`src/rtl/div_sequencer.sv`:
```
// div_sequencer: multi-cycle RV32M DIV/DIVU/REM/REMU unit.
// Uses restoring division over 32 iterations of a shared subtract/shift datapath.
// Divide-by-zero and signed overflow finish on a one-cycle fast path.
module div_sequencer #(
    parameter int unsigned UUID = 0,
    parameter string       NAME = ""
) (
    input  logic        clk,
    input  logic        rst,
    input  logic        Start,
    input  logic [31:0] Instruction,
    input  logic [31:0] Register_1,
    input  logic [31:0] Register_2,
    output logic        Busy,
    output logic        Done,
    output logic        Error,
    output logic [31:0] Output
);

    // Identity parameters carry no function; they only tag the instance.
    if ((UUID == 0) && (NAME == "")) begin : g_untagged_instance
    end else begin : g_tagged_instance
    end

    typedef enum logic [1:0] {StIdle, StBusy, StFixup, StDone} state_e;

    state_e      r_state, r_state_d;
    logic [4:0]  r_count, r_count_d;
    logic [31:0] r_quot, r_quot_d;
    logic [31:0] r_rem, r_rem_d;
    logic [31:0] r_divisor, r_divisor_d;
    logic        r_want_rem, r_want_rem_d;
    logic        r_neg_q, r_neg_q_d;
    logic        r_neg_r, r_neg_r_d;
    logic [31:0] r_out, r_out_d;
    logic        r_error, r_error_d;

    // Instruction decode and operand conditioning for the accepting cycle.
    logic        w_valid;
    logic        w_signed;
    logic        w_want_rem;
    logic        w_a_neg;
    logic        w_b_neg;
    logic [31:0] w_a_mag;
    logic [31:0] w_b_mag;
    logic        w_div0;
    logic        w_ovf;

    assign w_valid    = (Instruction[6:0] == 7'b0110011) &&
                        (Instruction[31:25] == 7'b0000001) && Instruction[14];
    assign w_signed   = ~Instruction[12];
    assign w_want_rem = Instruction[13];
    assign w_a_neg    = w_signed & Register_1[31];
    assign w_b_neg    = w_signed & Register_2[31];
    // Negating 0x80000000 yields itself, which is the correct unsigned magnitude.
    assign w_a_mag    = w_a_neg ? (~Register_1 + 32'd1) : Register_1;
    assign w_b_mag    = w_b_neg ? (~Register_2 + 32'd1) : Register_2;
    assign w_div0     = (Register_2 == 32'd0);
    assign w_ovf      = w_signed && (Register_1 == 32'h8000_0000) &&
                        (Register_2 == 32'hFFFF_FFFF);

    // One restoring step: the remainder stays below the divisor, so 32 bits hold it
    // between steps; only the shifted trial needs the 33rd bit.
    logic [32:0] w_shift_rem;
    logic [32:0] w_trial;
    logic [31:0] w_quot_fix;
    logic [31:0] w_rem_fix;

    assign w_shift_rem = {r_rem, r_quot[31]};
    assign w_trial     = w_shift_rem - {1'b0, r_divisor};
    assign w_quot_fix  = r_neg_q ? (~r_quot + 32'd1) : r_quot;
    assign w_rem_fix   = r_neg_r ? (~r_rem + 32'd1) : r_rem;

    // Next-state and datapath updates for the sequencer.
    always_comb begin
        r_state_d    = r_state;
        r_count_d    = r_count;
        r_quot_d     = r_quot;
        r_rem_d      = r_rem;
        r_divisor_d  = r_divisor;
        r_want_rem_d = r_want_rem;
        r_neg_q_d    = r_neg_q;
        r_neg_r_d    = r_neg_r;
        r_out_d      = r_out;
        r_error_d    = 1'b0;

        case (r_state)
            StIdle: begin
                if (Start) begin
                    if (w_valid) begin
                        r_want_rem_d = w_want_rem;
                        r_neg_q_d    = w_a_neg ^ w_b_neg;
                        r_neg_r_d    = w_a_neg;
                        r_divisor_d  = w_b_mag;
                        r_quot_d     = w_a_mag;
                        r_rem_d      = 32'd0;
                        r_count_d    = 5'd0;
                        if (w_div0) begin
                            r_out_d   = w_want_rem ? Register_1 : 32'hFFFF_FFFF;
                            r_state_d = StDone;
                        end else if (w_ovf) begin
                            r_out_d   = w_want_rem ? 32'd0 : 32'h8000_0000;
                            r_state_d = StDone;
                        end else begin
                            r_state_d = StBusy;
                        end
                    end else begin
                        r_error_d = 1'b1;
                    end
                end
            end
            StBusy: begin
                if (!w_trial[32]) begin
                    r_rem_d  = w_trial[31:0];
                    r_quot_d = {r_quot[30:0], 1'b1};
                end else begin
                    r_rem_d  = w_shift_rem[31:0];
                    r_quot_d = {r_quot[30:0], 1'b0};
                end
                r_count_d = r_count + 5'd1;
                if (r_count == 5'd31) begin
                    r_state_d = StFixup;
                end
            end
            StFixup: begin
                r_out_d   = r_want_rem ? w_rem_fix : w_quot_fix;
                r_state_d = StDone;
            end
            StDone: begin
                r_state_d = StIdle;
            end
            default: begin
                r_state_d = StIdle;
            end
        endcase
    end

    // State and datapath registers with synchronous active-low reset.
    always_ff @(posedge clk) begin
        if (!rst) begin
            r_state    <= StIdle;
            r_count    <= 5'd0;
            r_quot     <= 32'd0;
            r_rem      <= 32'd0;
            r_divisor  <= 32'd0;
            r_want_rem <= 1'b0;
            r_neg_q    <= 1'b0;
            r_neg_r    <= 1'b0;
            r_out      <= 32'd0;
            r_error    <= 1'b0;
        end else begin
            r_state    <= r_state_d;
            r_count    <= r_count_d;
            r_quot     <= r_quot_d;
            r_rem      <= r_rem_d;
            r_divisor  <= r_divisor_d;
            r_want_rem <= r_want_rem_d;
            r_neg_q    <= r_neg_q_d;
            r_neg_r    <= r_neg_r_d;
            r_out      <= r_out_d;
            r_error    <= r_error_d;
        end
    end

    assign Busy   = (r_state != StIdle);
    assign Done   = (r_state == StDone);
    assign Error  = r_error;
    assign Output = r_out;

endmodule
```
`config.mk`:
```
export PLATFORM = sky130hd
export DESIGN_NAME = div_sequencer
export DESIGN_NICKNAME = d
export VERILOG_FILES = /design/src/rtl/div_sequencer.sv
export SDC_FILE = /design/constraint.sdc
export NUM_CORES = 1
export LEC_CHECK = 0
export ABC_CLOCK_PERIOD_IN_PS = 5800
export BUFFER_PORTS_ARGS = -buffer_cell sky130_fd_sc_hd__buf_2
export CORE_UTILIZATION = 50
export DETAILED_ROUTE_END_ITERATION = 8
export GPL_ROUTABILITY_DRIVEN = 0
export PLACE_DENSITY = 0.76
export SLEW_MARGIN = 20
export SYNTH_ARGS = -nofsm -noshare
export SYNTH_HDL_FRONTEND = slang
export SYNTH_SLANG_ARGS = --single-unit
export TNS_END_PERCENT = 5
```
`constraint.sdc`:
```
create_clock -name clk -period 5.8 [get_ports clk]
set_input_delay 0.29 -clock clk [delete_from_list [all_inputs] [get_ports clk]]
set_output_delay 0.29 -clock clk [all_outputs]
set_load 0.03 [all_outputs]
```
==> flow_metrics.tcl <==
set metrics [dict create \
    vias 11062 \
    portBuffers 118 \
    cts_root_buffer "clkbuf_16" \
    hold_viol_final 0 \
    internal-power_mw 1.81 \
    die_x_um 148 \
    drtPass1Iterations 7 \
    antenna_found_initial 0 \
    layout_commonest_cell "nand2_1" \
    worstHoldStart "Register_2[0]" \
    fmax_mhz 250 \
    wirelength_um 31900 \
    p_leak_nw 5.00 \
    clkSinkCount 139 \
    synthArstFlopShare 0 \
    rrSetupSlack_ns 1.80 \
    power_mw 2.48 \
    yosysSeqAreaShare 0.260 \
    fin_skew_ns 0.0160 \
    layout-area-overhead-vs-synth_pct 12.6 \
    routed_via_density 6.31 \
    min_path_cells 3 \
    relSlewSlack 0.300 \
    final_cell_mix "152 x nand2_1, 139 x dfxtp_1, 118 x buf_2, 106 x nor2_1, 95 x o21ai_0" \
    r2r-start "r_rem[17]" \
    r2r-end "r_rem[17]" \
    clkPwrFrac 0.480 \
    diodes 0 \
    io_pins 134 \
    ff2ff_path_depth 10 \
    final_nets 1610 \
    ys_warn_count 0 \
    period_share 0.689 \
    ant_nets 0 \
    worstPathArrival_ns 4.36 \
    path_class "flop to flop" \
    grt_pass1_wl_um 51500 \
    grt_overflow 0 \
    final_cell_area_um2 12100 \
    final_util 0.574 \
    cts_max_level 4 \
    syn_inst 1403 \
    drive_gt1_frac 0.126 \
    avgSynthCellArea_um2 7.64 \
    min_to "r_divisor[0]" \
    post_drt_wl_per_cell_um 18.2 \
    cts_tree "yes" \
    slew_viol_final 0 \
    min_period_ns 4.00 \
    netlist_area_um2 10700 \
    net-switching-power_mw 0.671 \
    grt_max_degree 63 \
    critPathRequiredTime_ns 6.17 \
    power_frac_seq 0.396 \
    peakVddDrop_mv 0.161 \
    combinationalPowerShare 0.124 \
    clkTransAtPathRegs_ns 0.06 \
    drt_iter0_drc 1233 \
    setup_viol 0 \
    clkLatencyLatePin_ns 0.43 \
    track_usage 0.291 \
    ctsHoldBuffers 0 \
    core_um2 21000 \
    switching_share 0.271 \
    ys.flop_type "dfxtp_1" \
    drcViolationCount 0 \
    status "finished, final reports clean" \
    min_path_type "primary input to flop" \
    post-cts-setup-buffers 0 \
    fin_setup_tns_ns 0 \
    power.density_cell_area_nw_per_um2 206 \
    synth_edf_count 0 \
    clk_path_buf_depth 2 \
    die_y_um 148 \
    rsz0062_at_grt "no" \
    tightest_slew_ns 1.05 \
    placed_area_um2 11400 \
    ys_ff_latch 139 \
    dp_hpwl_um 22900 \
    synthDistinctLibCells 71 \
    grt_pass1_vias 10006 \
    dieArea_um2 22000 \
    cp-start-kind "flop" \
    critPathCaptureType "flop" \
    start_util 0.510 \
    path_max_fanout 26 \
    cts_resized 0 \
    synth_fp_nets 1546 \
    cts_made_buffers 17 \
    maxCapViolations 0 \
    num_rows 53 \
]
logic make-up (layout without fill, tap and decap cells):
family | Yosys count | in the layout | share of synthesized area
compound gates | 445 | 445 | 0.288
xor+xnor | 141 | 141 | 0.115
fa+ha+maj | 44 | 44 | 0.0521
buf+inv | 150 | 226 | 0.0549
flops | 139 | 139 | 0.260
mux | 21 | 21 | 0.0196
simple gates | 463 | 463 | 0.210
power groups by stage:
stage	Sequential, mW	Combinational (mW)	Clock [mW]
finish	0.981	0.308	1.19
global route	0.982	0.334	1.24
CTS	0.981	0.304	1.19
detailed placement	1.00	0.302	0
global placement	1.00	0.297	0
floorplan	1.02	0.166	0
through the flow:
| stage | setup slack, ns | hold WS [ns] | instances |
|---|---|---|---|
| floorplan | 2.88 | 0.435 | 1403 |
| global placement | 1.93 | 0.452 | 1723 |
| detailed placement | 1.88 | 0.447 | 1723 |
| CTS | 1.90 | 0.163 | 1754 |
| global route | 1.64 | 0.181 | 1754 |
| finish | 1.80 | 0.165 | 1754 |
worst max-delay path: stages (launching register included):
cell,delay (ns)
dfxtp_1,0.55
ha_1,0.39
a21o_1,0.23
a31o_2,0.23
and3_1,0.17
a2111o_1,0.43
o2111ai_1,0.29
nand3_2,0.58
buf_4,0.47
or4_1,0.54
nand2_1,0.06
worst max-delay path by stage:
stage                              from          to  slack [ns]  cells past startpoint
after global placement    Register_1[0]  Output[14]        1.93                     12
after floorplan               r_rem[17]   r_rem[10]        2.88                     10
after global routing          r_rem[17]   r_rem[17]        1.64                     10
after detailed placement  Register_1[0]  Output[21]        1.88                     12
final                         r_rem[17]   r_rem[17]        1.80                     10
after CTS                     r_rem[17]   r_rem[17]        1.90                     10
metal layers:
| metal | vias to the layer above | wire length, um | GRT usage | share of wire |
|---|---|---|---|---|
| met1 | 5125 | 14000 | 0.401 | 0.44 |
| met4 | 0 | 1030 | 0.127 | 0.032 |
| met3 | 78 | 2740 | 0.0426 | 0.086 |
| met2 | 563 | 14100 | 0.451 | 0.44 |
| met5 | - | 0 | 0 | 0 |
| li1 | 5296 | - | - | - |
synth_stat cells, drive strengths merged (12+ instances only):
cell type  instances  area [um2]
a211oi            12        90.1
a21o              13        97.6
a21oi             73         365
a222oi            19         190
a22oi             13        97.6
a31oi             22         138
buf               13        73.8
clkbuf            76         285
dfxtp            139        2780
ha                43         538
inv               59         221
mux2i             21         210
nand2            152         571
nand2b            13        81.3
nand3             34         170
nand4             19         119
nor2             109         417
nor2b             12        75.1
nor3              38         190
o211a             31         310
o211ai            21         158
o21ai            120         601
o31ai             37         293
o41ai             17         168
or3               13        81.3
or4               28         233
xnor2             88         771
xor2              53         464
sequential cells by signal, summed over array words and instances (netlist names), 2 cells and up:
signal	flops
r_quot	32
r_divisor	32
r_count	5
Output	32
r_rem	32
r_state	2
layout make-up:
type                       instances  area, um2
timing repair buffer             134        711
fill                            1952       8960
inverter                          61        229
clock inverter                    12        189
tap                              275        344
clock buffer                      19        443
sequential                       139       2780
multi-input combinational       1114       7360
(Power assumes the default switching activity.)
